==> src/rtl/seg_pkg.sv <==
// Shared constants for the seven-segment scan driver: glyph table, slot length
// and the brightness/suppression configuration record.
package seg_pkg;

    localparam int SLOT_TICKS = 16;

    // All-segments-off code as seen on active-low pins.
    localparam logic [7:0] SEG_OFF_HIGH = 8'hFF;

    // Active-high gfedcba patterns, index 15 leftmost.
    localparam logic [15:0][6:0] GLYPH = {
        7'h71, 7'h79, 7'h5E, 7'h39, 7'h7C, 7'h77, 7'h6F, 7'h7F,
        7'h07, 7'h7D, 7'h6D, 7'h66, 7'h4F, 7'h5B, 7'h06, 7'h3F
    };

    typedef struct packed {
        logic [3:0] bright;
        logic       lzs;
    } disp_cfg_t;

endpackage

==> src/rtl/seg_glyph_rom.sv <==
// Nibble + decimal point to segment pattern; blank turns segments a..g off
// but leaves the dp bit under caller control.
module seg_glyph_rom
    import seg_pkg::*;
#(
    parameter int SEG_ACTIVE_LOW = 1
) (
    input  logic [3:0] nibble,
    input  logic       dp,
    input  logic       blank,
    output logic [7:0] pattern
);

    logic [7:0] pat_high;

    always_comb begin
        pat_high = {dp, (blank ? 7'h00 : GLYPH[nibble])};
        pattern  = (SEG_ACTIVE_LOW != 0) ? ~pat_high : pat_high;
    end

endmodule

==> src/rtl/seg_scan_driver.sv <==
// N-digit multiplexed common-anode display scanner with PWM brightness,
// leading-zero suppression and frame-synchronous double-buffered updates.
module seg_scan_driver
    import seg_pkg::*;
#(
    parameter int N_DIGITS       = 4,
    parameter int CLK_DIV        = 50000,
    parameter int SEG_ACTIVE_LOW = 1
) (
    input  logic                  clock,
    input  logic                  reset,
    input  logic                  upd_valid,
    output logic                  upd_ready,
    input  logic [4*N_DIGITS-1:0] upd_hex,
    input  logic [N_DIGITS-1:0]   upd_dp,
    input  logic [3:0]            upd_bright,
    input  logic                  upd_lzs,
    output logic [N_DIGITS-1:0]   enable,
    output logic [7:0]            dispcode,
    output logic                  frame_start
);

    localparam int PW = (CLK_DIV > 1) ? $clog2(CLK_DIV) : 1;
    localparam int DW = $clog2(N_DIGITS);
    localparam logic [PW-1:0] PRESC_MAX = PW'(CLK_DIV - 1);
    localparam logic [DW-1:0] DIG_MAX   = DW'(N_DIGITS - 1);
    localparam logic [3:0]    SUB_MAX   = 4'(SLOT_TICKS - 1);
    localparam logic [7:0]    SEG_OFF   = (SEG_ACTIVE_LOW != 0) ? SEG_OFF_HIGH : ~SEG_OFF_HIGH;
    localparam disp_cfg_t     CFG_RST   = '{bright: 4'hF, lzs: 1'b0};

    logic [PW-1:0] presc_q, presc_d;
    logic [3:0]    sub_q, sub_d;
    logic [DW-1:0] dig_q, dig_d;

    logic [N_DIGITS-1:0][3:0] hex_q, hex_d, sh_hex_q, sh_hex_d;
    logic [N_DIGITS-1:0]      dp_q, dp_d, sh_dp_q, sh_dp_d;
    disp_cfg_t                cfg_q, cfg_d, sh_cfg_q, sh_cfg_d;
    logic                     pend_q, pend_d;

    logic [N_DIGITS-1:0] enable_q, enable_d;
    logic [7:0]          dispcode_q, dispcode_d;
    logic                frame_start_q, frame_start_d;

    logic                tick, slot_end, boundary, xfer, drive, lead;
    logic [N_DIGITS-1:0] supp, onehot;
    logic [7:0]          rom_pat;

    // Scan counters and frame boundary detection
    always_comb begin
        tick     = (presc_q == PRESC_MAX);
        slot_end = tick && (sub_q == SUB_MAX);
        boundary = slot_end && (dig_q == DIG_MAX);
        presc_d  = tick ? '0 : presc_q + 1'b1;
        sub_d    = tick ? sub_q + 4'd1 : sub_q;
        dig_d    = dig_q;
        if (slot_end) begin
            dig_d = (dig_q == DIG_MAX) ? '0 : dig_q + 1'b1;
        end
    end

    // Shadow capture and frame-synchronous promotion to the active set.
    // A transfer can only happen with nothing pending, so it never races the copy.
    always_comb begin
        xfer     = upd_valid && !pend_q;
        sh_hex_d = sh_hex_q;
        sh_dp_d  = sh_dp_q;
        sh_cfg_d = sh_cfg_q;
        pend_d   = pend_q;
        hex_d    = hex_q;
        dp_d     = dp_q;
        cfg_d    = cfg_q;
        if (boundary && pend_q) begin
            hex_d  = sh_hex_q;
            dp_d   = sh_dp_q;
            cfg_d  = sh_cfg_q;
            pend_d = 1'b0;
        end
        if (xfer) begin
            sh_hex_d = upd_hex;
            sh_dp_d  = upd_dp;
            sh_cfg_d = '{bright: upd_bright, lzs: upd_lzs};
            pend_d   = 1'b1;
        end
    end

    // Leading-zero mask: a digit is blanked while every digit above it is zero too
    always_comb begin
        supp = '0;
        lead = cfg_q.lzs;
        for (int i = N_DIGITS - 1; i >= 1; i--) begin
            lead    = lead && (hex_q[i] == 4'h0);
            supp[i] = lead;
        end
    end

    always_comb begin
        drive         = (sub_q != 4'd0) && (sub_q <= cfg_q.bright);
        onehot        = '0;
        onehot[dig_q] = 1'b1;
        enable_d      = drive ? ~onehot : '1;
        dispcode_d    = rom_pat;
        frame_start_d = boundary;
    end

    seg_glyph_rom #(
        .SEG_ACTIVE_LOW(SEG_ACTIVE_LOW)
    ) u_rom (
        .nibble (hex_q[dig_q]),
        .dp     (drive && dp_q[dig_q]),
        .blank  (!drive || supp[dig_q]),
        .pattern(rom_pat)
    );

    always_ff @(posedge clock or negedge reset) begin
        if (!reset) begin
            presc_q       <= '0;
            sub_q         <= '0;
            dig_q         <= '0;
            hex_q         <= '0;
            dp_q          <= '0;
            cfg_q         <= CFG_RST;
            sh_hex_q      <= '0;
            sh_dp_q       <= '0;
            sh_cfg_q      <= CFG_RST;
            pend_q        <= 1'b0;
            enable_q      <= '1;
            dispcode_q    <= SEG_OFF;
            frame_start_q <= 1'b0;
        end else begin
            presc_q       <= presc_d;
            sub_q         <= sub_d;
            dig_q         <= dig_d;
            hex_q         <= hex_d;
            dp_q          <= dp_d;
            cfg_q         <= cfg_d;
            sh_hex_q      <= sh_hex_d;
            sh_dp_q       <= sh_dp_d;
            sh_cfg_q      <= sh_cfg_d;
            pend_q        <= pend_d;
            enable_q      <= enable_d;
            dispcode_q    <= dispcode_d;
            frame_start_q <= frame_start_d;
        end
    end

    assign upd_ready   = !pend_q;
    assign enable      = enable_q;
    assign dispcode    = dispcode_q;
    assign frame_start = frame_start_q;

endmodule

==> config.mk <==
export PLATFORM = sky130hd
export DESIGN_NAME = seg_scan_driver
export DESIGN_NICKNAME = d
export VERILOG_FILES = /design/src/rtl/seg_pkg.sv /design/src/rtl/seg_glyph_rom.sv /design/src/rtl/seg_scan_driver.sv
export SDC_FILE = /design/constraint.sdc
export NUM_CORES = 1
export LEC_CHECK = 0
export CORE_MARGIN = 3
export CORE_UTILIZATION = 52
export DETAILED_ROUTE_END_ITERATION = 6
export HOLD_SLACK_MARGIN = 0.12
export PLACE_DENSITY = 0.81
export SLEW_MARGIN = 0
export SYNTH_ARGS = -nofsm -noshare
export SYNTH_HDL_FRONTEND = slang
export SYNTH_SLANG_ARGS = --single-unit
==> constraint.sdc <==
create_clock -name clock -period 3.38 [get_ports clock]
set_clock_uncertainty 0.15 [all_clocks]
set_input_delay 1.014 -clock clock [delete_from_list [all_inputs] [get_ports clock]]
set_output_delay 1.014 -clock clock [all_outputs]
set_load 0.03 [all_outputs]
Word-level counts from Yosys, hierarchy flattened

Memory sizes are Yosys's and may differ from the RTL's.
Cells that the tools add are included.

Bits in latches: 0
Memories: 1
Input port bits: 28
Memory bits (read-only): 112
Bits in registers: 86
Memory bits (writable): 0
Word-level logic and storage cells: 67
Output and inout port bits: 14

Memories:

| name            | words | bits a word | read ports | clocked after Yosys merged registers in | write ports | line                | source |
|---|---|---|---|---|---|---|---|
| (no name shown) | 16    | 7           | 1          | 0                                       | 0           | seg_glyph_rom.sv:17 | `pat_high = {dp, (blank ? 7'h00 : GLYPH[nibble])};` |

Equality and inequality tests: 3
Bitwise gates (word level): 2
Magnitude comparators: 4
Multiply operators: 0
Divide/modulo/power cells: 0
Add/sub/neg operators: 3
Reduce and logical (&&, ||, !) cells: 18
Mux-type cells: 15
Shift-type cells: 0

Operator list:

| operator                                                               | number |
|---|---|
| 16-bit by 1-bit adder with 16-bit output (second input constant)       | 1 |
| 16-bit equality test (second input constant)                           | 1 |
| 16-bit 2-to-1 mux                                                      | 1 |
| 7-bit 2-to-1 mux                                                       | 2 |
| 4-bit logical NOT                                                      | 3 |
| 1-bit logical AND                                                      | 10 |
| 4-bit binary-select mux with 2-bit select                              | 1 |
| 4-bit 2-to-1 mux                                                       | 2 |
| 8-bit NOT                                                              | 1 |
| 4-bit by 5-bit < comparator with 1-bit output (second input constant)  | 1 |
| 1-bit 2-to-1 mux                                                       | 5 |
| 4-bit by 1-bit adder with 4-bit output (second input constant)         | 1 |
| 1-bit binary-select mux with 2-bit select                              | 2 |
| 4-bit equality test (second input constant)                            | 1 |
| 4-bit less-or-equal comparator                                         | 1 |
| 4-bit NOT                                                              | 1 |
| 4-bit nonzero test                                                     | 1 |
| 2-bit by 3-bit < comparator with 1-bit output (second input constant)  | 1 |
| 2-bit by 1-bit adder with 2-bit output (second input constant)         | 1 |
| 1-bit demux with 2-bit select                                          | 1 |
| 2-bit equality test (second input constant)                            | 1 |
| 2-bit by 1-bit >= comparator with 1-bit output (second input constant) | 1 |
| 1-bit logical NOT                                                      | 2 |
| 2-bit 2-to-1 mux                                                       | 1 |
| other kinds (2)                                                        | 2 |

Longest topological paths before layout

Gate-level depths: netlist of the first run.

Word-level depth: 9
Gate-level depth with buffers: 8

Cells and area by module

From an unflattened synthesis of the first run, not the netlist that was laid out.

Cell total of the unflattened synthesis: 291
Area total of the unflattened synthesis: 3986.3 µm²

Modules (own cells, without submodules):

| module          | instances | cells an instance | area each (µm²) |
|---|---|---|---|
| seg_scan_driver | 1         | 257               | 3721.1 |
| seg_glyph_rom   | 1         | 34                | 265.3 |

Worst setup path before layout of the first run

OpenSTA, ideal clock, no wires.

Path type: reg2reg
Start point: register presc_q[7]
End point: register dp_q[0]
Cell stages (with the launch flop): 6
Arrival: 2.113 ns
Period minus slack after synthesis: 2.389 ns
Path buffers: 1
Setup time: 0.125 ns
Path slack: 0.991 ns
Cell sequence: dfrtp_1 > or4b_1 > nor4_4 > nand4_4 > buf_6 > mux2_4

Cells in the longest elaborated chain, start to end: 4

RTL lines:

| element                | line                   | source |
|---|---|---|
| from (decl)            | seg_scan_driver.sv:31  | `logic [PW-1:0] presc_q, presc_d;` |
| from (signal assigned) | seg_scan_driver.sv:130 | `presc_q <= presc_d;` |
| 16-bit equality test   | seg_scan_driver.sv:50  | `tick = (presc_q == PRESC_MAX);` |
| 1-bit logical AND      | seg_scan_driver.sv:51  | `slot_end = tick && (sub_q == SUB_MAX);` |
| 1-bit logical AND      | seg_scan_driver.sv:52  | `boundary = slot_end && (dig_q == DIG_MAX);` |
| 1-bit logical AND      | seg_scan_driver.sv:72  | `if (boundary && pend_q) begin` |
| to (signal assigned)   | seg_scan_driver.sv:134 | `dp_q <= dp_d;` |
| to (decl)              | seg_scan_driver.sv:36  | `logic [N_DIGITS-1:0] dp_q, dp_d, sh_dp_q, sh_dp_d;` |

No other way between the ends.
A chain may end at the register's enable or synchronous reset.

Worst setup path after layout of the first run

Start point: register pend_q
End point: output upd_ready

Cells in the longest elaborated chain, start to end: 1

RTL lines:

| element                | line                   | source |
|---|---|---|
| from (decl)            | seg_scan_driver.sv:38  | `logic pend_q, pend_d;` |
| from (signal assigned) | seg_scan_driver.sv:139 | `pend_q <= pend_d;` |
| 1-bit logical NOT      | seg_scan_driver.sv:146 | `assign upd_ready = !pend_q;` |
| to (decl)              | seg_scan_driver.sv:13  | `output logic upd_ready,` |

No other way between the ends.

==> impl_metrics.toml, run 1 <==
[grt]
grt_pass1_wl_mm = 11.63
overflow = 0
grt.total_usage_pct = 17.23
grt_pass1_vias = 2383
grt_start_max_net_pins = 51
antenna_found_initial = 0

[die]
start_util_pct = 54.21
core-area_um2 = 7331
die_h_um = 93.42
num_rows = 31
dieArea_um2 = 8727
die_w_um = 93.42
num_io_pins = 42

[synthesis]
synth.area.mux_share_pct = 19.05
synth_top_family_by_area = "multiplexers"
yosys_warnings = 0
ys_seq_area_share_pct = 54.79
ys_types = 42
syn_area_per_cell_um2 = 13.43
synth_compound_area_share_pct = 4.219
synthAdderAreaFrac_pct = 5.353
synthSimpleGateAreaFrac_pct = 10.96
syn-num-nets = 341
ys_ff_latch = 86
syn_inst = 296
synth_area_um2 = 3974
synth_edf_count = 0
async_reset_ff_share_pct = 100.0
synth_xor_area_share_pct = 3.086
synth_top_flop_cell = "dfrtp_1"

[setup_path]
required_ns = 2.22
crit_chain = "inv_1, clkdlybuf4s50_1"
crit_type = "flop to output pin"
end_kind = "output pin"
crit_arrival_ns = 1.60
r2r-end = "hex_q[0]$_DFFE_PN0P_"
crit_path_top_delay_cell = "clkdlybuf4s50_1"
crit_fanout = 4
r2r_setup_slack_ns = 0.72
critical_path.startpoint_type = "flop"
cp_slowest_stage_delay_ns = 0.67
worstReg2RegStart = "presc_q[7]$_DFF_PN0_"
reg2regPathDepth = 4

[clock_network]
post-cts-setup-buffers = 0
cts.htree.levels = 3
clk_pin_slew_ns = 0.09
cts_resized = 0
cts-root-buf = "clkbuf_8"
cts_made_buffers = 9
cts_sinks = 86
cts_tree = "done"
clk-insertion-delay-late_ns = 0.36
cts_buffer_depth = 2
holdBufCountCts = 0

[min_path]
min_from = "sh_hex_q[3]$_DFFE_PN0P_"
min_path_cells = 1
min_to = "hex_q[3]$_DFFE_PN0P_"
min_path_type = "flop to flop"

[cells_and_area]
area_growth_pct = 18.23
n_antenna_cell = 0
multi_input_area_um2 = 1698
fillCellCount = 527
ff_latch_area_um2 = 2177
final_cell_mix = "66 x dfrtp_1, 40 x clkdlybuf4s50_1, 31 x mux2_2, 20 x dfstp_2, 19 x mux2_4"
final_common_cell = "dfrtp_1"
finalNetCount = 387
final_cell_area_um2 = 4698
layout-drive-gt1-share_pct = 28.53

[sta]
post-route-min-period_ns = 2.759
slew_violations = 0
holdWs_ns = 0.3524
slew_headroom_pct = 57.76
rsz0062_at_grt = "no"
finalSetupTns_ns = 0
fin_crit_sh_pct = 81.63
finalSetupViolations = 0
hold_viol_final = 0
tightest_slew_ns = 0.6324
fmax_mhz = 362.4

[pwr]
clockPowerShare_pct = 38.2
seq_power_share_pct = 57.1
p_per_area_nw_per_um2 = 407.3
p_sw_share_pct = 22.01
p_comb_share_pct = 4.7
power.switching_mw = 0.4212
p_int_mw = 1.492
cellLeakagePower_nw = 2.044
ir_drop_uv = 274.4

[detailed_routing]
via_count = 2393
drc = 0
routed_wl_mm = 6.815
wl_per_cell_um = 15.28
postRouteAntennaNets = 0
firstDrtPassIters = 4
drt_iter0_markers = 136
vias_per_cell = 5.365

[place]
portBuffers = 41
place_area_um2 = 4498
dp_hpwl_mm = 4.739
gp_congestion = 0.7623

[outcome]
outcome = "finished, final reports clean"

[job]
max_cap_violations = 0
worst max path at each step:
stage | start | to | slack (ns) | cells past startpoint
floorplan | presc_q[7]$_DFF_PN0_ | dp_q[0]$_DFFE_PN0P_ | 0.99 | 5
global placement | presc_q[7]$_DFF_PN0_ | hex_q[10]$_DFFE_PN0P_ | 0.79 | 4
detailed placement | presc_q[12]$_DFF_PN0_ | hex_q[12]$_DFFE_PN0P_ | 0.75 | 4
CTS | pend_q$_DFFE_PN0P_ | upd_ready | 0.61 | 2
global route | pend_q$_DFFE_PN0P_ | upd_ready | 0.57 | 2
finish | pend_q$_DFFE_PN0P_ | upd_ready | 0.62 | 2
per-layer routing:
layer / GRT usage (%) / up-vias / routed length [um]
met5: 0 / - / 0
met4: 8.181 / 0 / 127
met3: 3.379 / 11 / 251
met2: 26.33 / 51 / 3207
met1: 23.72 / 1181 / 3229
li1: - / 1150 / -
flip-flops by register name (all words and copies together), names as in the netlist, 2 cells and up:
register	flops
sh_dp_q	4
dig_q	2
cfg_q	5
sh_cfg_q	5
enable	4
dispcode	8
sub_q	4
presc_q	16
dp_q	4
sh_hex_q	16
hex_q	16
through the flow:
| stage | worst slack (ns) | std cells | util (%) | total power, mW |
|---|---|---|---|---|
| after floorplan | 0.9914 | 296 | - | 1.140 |
| after global placement | 0.7918 | 430 | 61.36 | 1.201 |
| after detailed placement | 0.7453 | 430 | 61.36 | 1.207 |
| after CTS | 0.6127 | 446 | 64.09 | 1.928 |
| after global routing | 0.5727 | 446 | 64.09 | 1.986 |
| final | 0.6209 | 446 | 64.09 | 1.914 |
power groups by stage:
stage               registers [mW]  logic [mW]  clock network [mW]
floorplan                     1.11      0.0351                   0
global placement              1.11      0.0893                   0
detailed placement            1.11      0.0924                   0
CTS                           1.09      0.0930               0.741
global route                  1.10      0.0995               0.788
finish                        1.09      0.0897               0.731
kinds of logic (layout without fill, tap and decap cells):
logic type               Yosys count  after routing
AND/OR/NAND/NOR                   76             76
XOR/XNOR                          14             14
AO/OA/AOI/OAI                     24             24
flip-flops                        86             86
multiplexers                      56             56
buffers and inverters             23             74
adder cells (fa/ha/maj)           17             17
worst max-delay path, delay by kind of cell, from the launching register on:
kind                   cells  cell delay [ns]
buffers and inverters      2             0.76
flip-flops                 1             0.48
cells in the mapped netlist, types with 2 or more instances:
cell type  count  share of area (%)
a21oi_1        3               0.38
a22oi_1        2               0.38
a2bb2oi_1      2               0.44
and3_1         2               0.31
and4_1         2               0.44
buf_6          2               0.57
clkbuf_1       7               0.66
dfrtp_1       66                 42
dfstp_2       20                 13
ha_1          17                5.4
inv_1         13                1.2
mux2_2        31                8.8
mux2_4        19                7.2
mux4_2         5                2.8
nand2_1       16                1.5
nand2b_1       2               0.31
nand3_1       16                2.0
nand4_1        8                1.3
nor2_1        13                1.2
nor2b_1        4               0.63
nor4_1         3               0.47
o2111ai_1      2               0.44
o211ai_1       2               0.38
o21ai_0        6               0.76
o31ai_1        2               0.38
or4_1          2               0.38
or4bb_1        2               0.57
xnor2_1        7                1.5
xor2_1         7                1.5
area by class of cell:
class,instances,area share (%)
Multi-Input combinational cell,187,36.14
Clock buffer,11,3.009
Clock inverter,5,1.252
Timing Repair Buffer,45,9.587
Sequential cell,86,46.34
Tap cell,99,2.636
Inverter,13,1.039
No activity file was read; power rests on OpenSTA's default activity.
==> run 2: changes to the inputs <==
==> constraint.sdc (replaced) <==
create_clock -name clock -period 2.7 [get_ports clock]
set_clock_uncertainty 0.15 [all_clocks]
set_input_delay 0.81 -clock clock [delete_from_list [all_inputs] [get_ports clock]]
set_output_delay 0.81 -clock clock [all_outputs]
set_load 0.03 [all_outputs]
==> run 2 against run 1 <==
Total power is 26% higher. First-iteration DRC count up 24%. Final area grew 0.93%. Via count is 2.0% higher. Non-clock buffer count grew 3. Clock power grew 28%. Largest cell class unchanged.
==> impl_metrics.toml, run 2 (synthesis results as in run 1) <==
[outcome]
outcome = "finished, final reports clean"

[die]
core-area_um2 = 7331
num_rows = 31
dieArea_um2 = 8727
die_w_um = 93.42
num_io_pins = 42
die_h_um = 93.42
start_util_pct = 54.21

[cells_and_area]
layout-drive-gt1-share_pct = 29.14
area_growth_pct = 19.33
fillCellCount = 525
finalNetCount = 390
reg_top3 = "hex_q (16), presc_q (16), sh_hex_q (16)"
n_antenna_cell = 0
final_cell_mix = "66 x dfrtp_1, 40 x clkdlybuf4s50_1, 31 x mux2_2, 20 x dfstp_2, 19 x mux2_4"
final_common_cell = "dfrtp_1"

[sta]
slew_headroom_pct = 67.20
hold_viol_final = 0
finalSetupTns_ns = 0
holdWs_ns = 0.2617
finalSetupViolations = 0
setup_ws_ns = 0.1701
tightest_slew_ns = 0.4920
fin_crit_sh_pct = 93.70
slew_violations = 0
fmax_mhz = 395.3
post-route-min-period_ns = 2.530
rsz0062_at_grt = "no"

[min_path]
min_path_type = "input port to asynchronous set/reset pin"

[place]
portBuffers = 41
dp_slack_ns = 0.3375
gp_congestion = 0.8018
dp_hpwl_mm = 5.167

[clock_network]
post-cts-setup-buffers = 0
clk-insertion-delay-late_ns = 0.36
cts_sinks = 86
cts_made_buffers = 9
cts_resized = 0
cts_tree = "done"
cts-root-buf = "clkbuf_8"
clk_pin_slew_ns = 0.08
holdBufCountCts = 0
cts.htree.levels = 3
cts_buffer_depth = 2

[pwr]
cellLeakagePower_nw = 2.071
ir_drop_uv = 281.3
p_per_area_nw_per_um2 = 510.4

[setup_path]
crit_arrival_ns = 1.57
required_ns = 1.74
crit_fanout = 4
end_kind = "output pin"
critical_path.startpoint_type = "flop"
crit_type = "flop to output pin"

[grt]
grt_pass1_vias = 2485
antenna_found_initial = 0
grt_start_max_net_pins = 38
grt_pass1_wl_mm = 12.04
overflow = 0
grt.total_usage_pct = 18.10

[detailed_routing]
routed_wl_mm = 7.256
drt_iter0_markers = 168
firstDrtPassIters = 5
drc = 0
via_count = 2440
postRouteAntennaNets = 0
wl_per_cell_um = 16.16
vias_per_cell = 5.434

[job]
max_cap_violations = 0
-- run 2: per-layer routing --
layer / part of all wire, % / track usage, % / up-vias
met5: 0 / 0 / -
met4: 1.7 / 7.326 / 0
met3: 4.0 / 4.264 / 13
met2: 50 / 29.48 / 56
met1: 45 / 23.34 / 1218
li1: - / - / 1153
-- run 2: worst paths after layout --
check	end	from	cells past startpoint	slack, ns
setup / recovery	upd_ready	pend_q$_DFFE_PN0P_	2	0.17
hold / removal	sh_hex_q[2]$_DFFE_PN0P_	reset	1	0.26
setup reg to reg	hex_q[0]$_DFFE_PN0P_	presc_q[12]$_DFF_PN0_	5	0.34
hold reg to reg	dp_q[3]$_DFFE_PN0P_	dp_q[3]$_DFFE_PN0P_	1	0.35
max in group asynchronous	sh_cfg_q[3]$_DFFE_PN1P_	reset	2	1.46
min in group clock	dp_q[3]$_DFFE_PN0P_	dp_q[3]$_DFFE_PN0P_	1	0.35
-- run 2: layout make-up --
class                      instances  area [um2]  area share [%]
sequential                        86        2177           45.91
multi-input combinational        187        1698           35.80
timing repair buffer              48       485.5           10.24
clock buffer                      11       152.6           3.219
tap                               99       123.9           2.612
clock inverter                     5       56.30           1.187
inverter                          13       48.80           1.029
-- run 2: report_power, final --
part	total (mW)	switching (mW)	leakage [nW]	internal, mW
combinational	0.115	0.0416	0.894	0.0735
sequential	1.37	0.0274	1.07	1.34
clock	0.935	0.451	0.105	0.484
-- run 2: through the flow --
step	total power [mW]	cells	utilization [%]	cell area [um2]
2_1_floorplan	1.427	296	-	3974
3_3_place_gp	1.504	433	61.84	4533
3_5_place_dp	1.514	433	61.84	4533
4_1_cts	2.445	449	64.69	4742
5_1_grt	2.508	449	64.69	4742
6_report	2.420	449	64.69	4742
-- run 2: worst max-delay path: stages (launching register included) --
cell and delay [ns]:
dfrtp_1 0.47, inv_1 0.08, clkdlybuf4s50_1 0.66
==> run 3: changes to the inputs <==
--- a/config.mk
+++ b/config.mk
@@ -10,6 +10,7 @@
 export DETAILED_ROUTE_END_ITERATION = 6
 export HOLD_SLACK_MARGIN = 0.12
 export PLACE_DENSITY = 0.81
+export REMOVE_ABC_BUFFERS = 1
 export SLEW_MARGIN = 0
 export SYNTH_ARGS = -nofsm -noshare
 export SYNTH_HDL_FRONTEND = slang
==> run 3 against run 2 <==
Critical path depth decreased by 1. Core utilization shrank 0.67 points. Register-to-register slack got worse by 0.05 ns. Die area unchanged. Critical endpoint is now enable[3]. Highest routed layer unchanged.
==> impl_metrics.toml, run 3 (synthesis results as in run 1) <==
[cells_and_area]
layout-drive-gt1-share_pct = 28.65
stdcell_count = 448
area_growth_pct = 18.10
n_antenna_cell = 0
final_common_cell = "dfrtp_1"
final_cell_mix = "66 x dfrtp_1, 40 x clkdlybuf4s50_1, 31 x mux2_2, 20 x dfstp_2, 19 x mux2_4"
final_cell_area_um2 = 4693
fin_util_pct = 64.02
finalNetCount = 389
fillCellCount = 542
reg_top3 = "hex_q (16), presc_q (16), sh_hex_q (16)"

[sta]
rsz0062_at_grt = "no"
hold_viol_final = 0
tightest_slew_ns = 0.4347
fin_crit_sh_pct = 92.23
slew_violations = 0
finalSetupViolations = 0
setup_ws_ns = 0.2098
post-route-min-period_ns = 2.490
slew_headroom_pct = 71.02
fmax_mhz = 401.6

[setup_path]
required_ns = 1.74
end_kind = "output pin"
critical_path.startpoint_type = "flop"
crit_chain = "clkdlybuf4s50_1"
crit_path_top_delay_cell = "clkdlybuf4s50_1"
cp_slowest_stage_delay_ns = 0.66
cp_top_family = "buffers and inverters"
crit_fanout = 1
path_buf_inv = 1
crit_type = "flop to output pin"
crit_arrival_ns = 1.53

[pwr]
cellLeakagePower_nw = 2.036
ir_drop_uv = 316.8
p_per_area_nw_per_um2 = 481.6

[die]
start_util_pct = 54.21
num_io_pins = 42
num_rows = 31
die_w_um = 93.42
core-area_um2 = 7331
dieArea_um2 = 8727
die_h_um = 93.42

[detailed_routing]
firstDrtPassIters = 5
drt_iter0_markers = 150
drc = 0
routed_wl_mm = 6.721
via_count = 2419
wl_per_cell_um = 15.00
postRouteAntennaNets = 0
vias_per_cell = 5.400

[grt]
grt_pass1_vias = 2480
grt.total_usage_pct = 17.05
antenna_found_initial = 0
grt_start_max_net_pins = 61
grt_pass1_wl_mm = 11.67
overflow = 0

[clock_network]
cts_tree = "done"
clk_pin_slew_ns = 0.09
cts.htree.levels = 3
holdBufCountCts = 0
cts_made_buffers = 9
cts_sinks = 86
cts_resized = 0
post-cts-setup-buffers = 0
clk-insertion-delay-late_ns = 0.35
cts_buffer_depth = 2
cts-root-buf = "clkbuf_8"

[place]
place_area_um2 = 4526
gp_congestion = 0.8019
dp_cells = 432
portBuffers = 41
dp_slack_ns = 0.3240
dp_hpwl_mm = 4.748

[job]
max_cap_violations = 0

[min_path]
min_path_type = "input port to asynchronous set/reset pin"

[outcome]
outcome = "finished, final reports clean"
==> run 3: changes by cell type in the layout (fill, tap and decap cells not counted) <==
cell and change:
clkinv_2 -1, buf_4 -1, clkbuf_16 -1, inv_6 -1, bufinv_16 -1, clkinvlp_4 +2, clkbuf_1 +1, clkinv_4 +1
==> run 3: routing by layer <==
layer	GRT usage, %	up-vias	share of wire [%]
met5	0	-	0
met3	3.379	16	3.9
met1	22.85	1196	46
li1	-	1149	-
met4	8.303	0	2.4
met2	26.56	58	47
==> run 3: report_power, final <==
part	total (mW)	switching (mW)	internal (mW)
registers	1.37	0.0260	1.34
clock network	0.780	0.446	0.335
logic	0.111	0.0388	0.0725
==> run 3: final timing paths <==
kind,startpoint,endpoint,slack [ns],depth (start not counted)
max in group asynchronous,reset,cfg_q[1]$_DFFE_PN1P_,1.52,2
min,reset,presc_q[7]$_DFF_PN0_,0.21,1
max reg2reg,presc_q[7]$_DFF_PN0_,hex_q[5]$_DFFE_PN0P_,0.29,5
min reg2reg,sh_dp_q[0]$_DFFE_PN0P_,dp_q[0]$_DFFE_PN0P_,0.35,1
max,enable[3]$_DFF_PN1_,enable[3],0.21,1
min in group clock,sh_dp_q[0]$_DFFE_PN0P_,dp_q[0]$_DFFE_PN0P_,0.35,1
==> run 3: cell type report <==
cell class	instances	area (um2)	share of cell area [%]
Timing Repair Buffer	47	478.0	10.18
Sequential cell	86	2177	46.39
Clock inverter	5	36.28	0.7731
Tap cell	99	123.9	2.639
Inverter	13	48.80	1.040
Clock buffer	11	131.4	2.799
Multi-Input combinational cell	187	1698	36.18
==> run 3: metrics by stage <==
stage | hold slack (ns) | setup TNS [ns] | power [mW]
3_3_place_gp | 0.3206 | 0 | 1.503
6_report | 0.2149 | 0 | 2.260
4_1_cts | 0.2048 | 0 | 2.293
3_5_place_dp | 0.3397 | 0 | 1.509
2_1_floorplan | 0.3062 | -3.984 | 1.427
5_1_grt | 0.2233 | 0 | 2.363
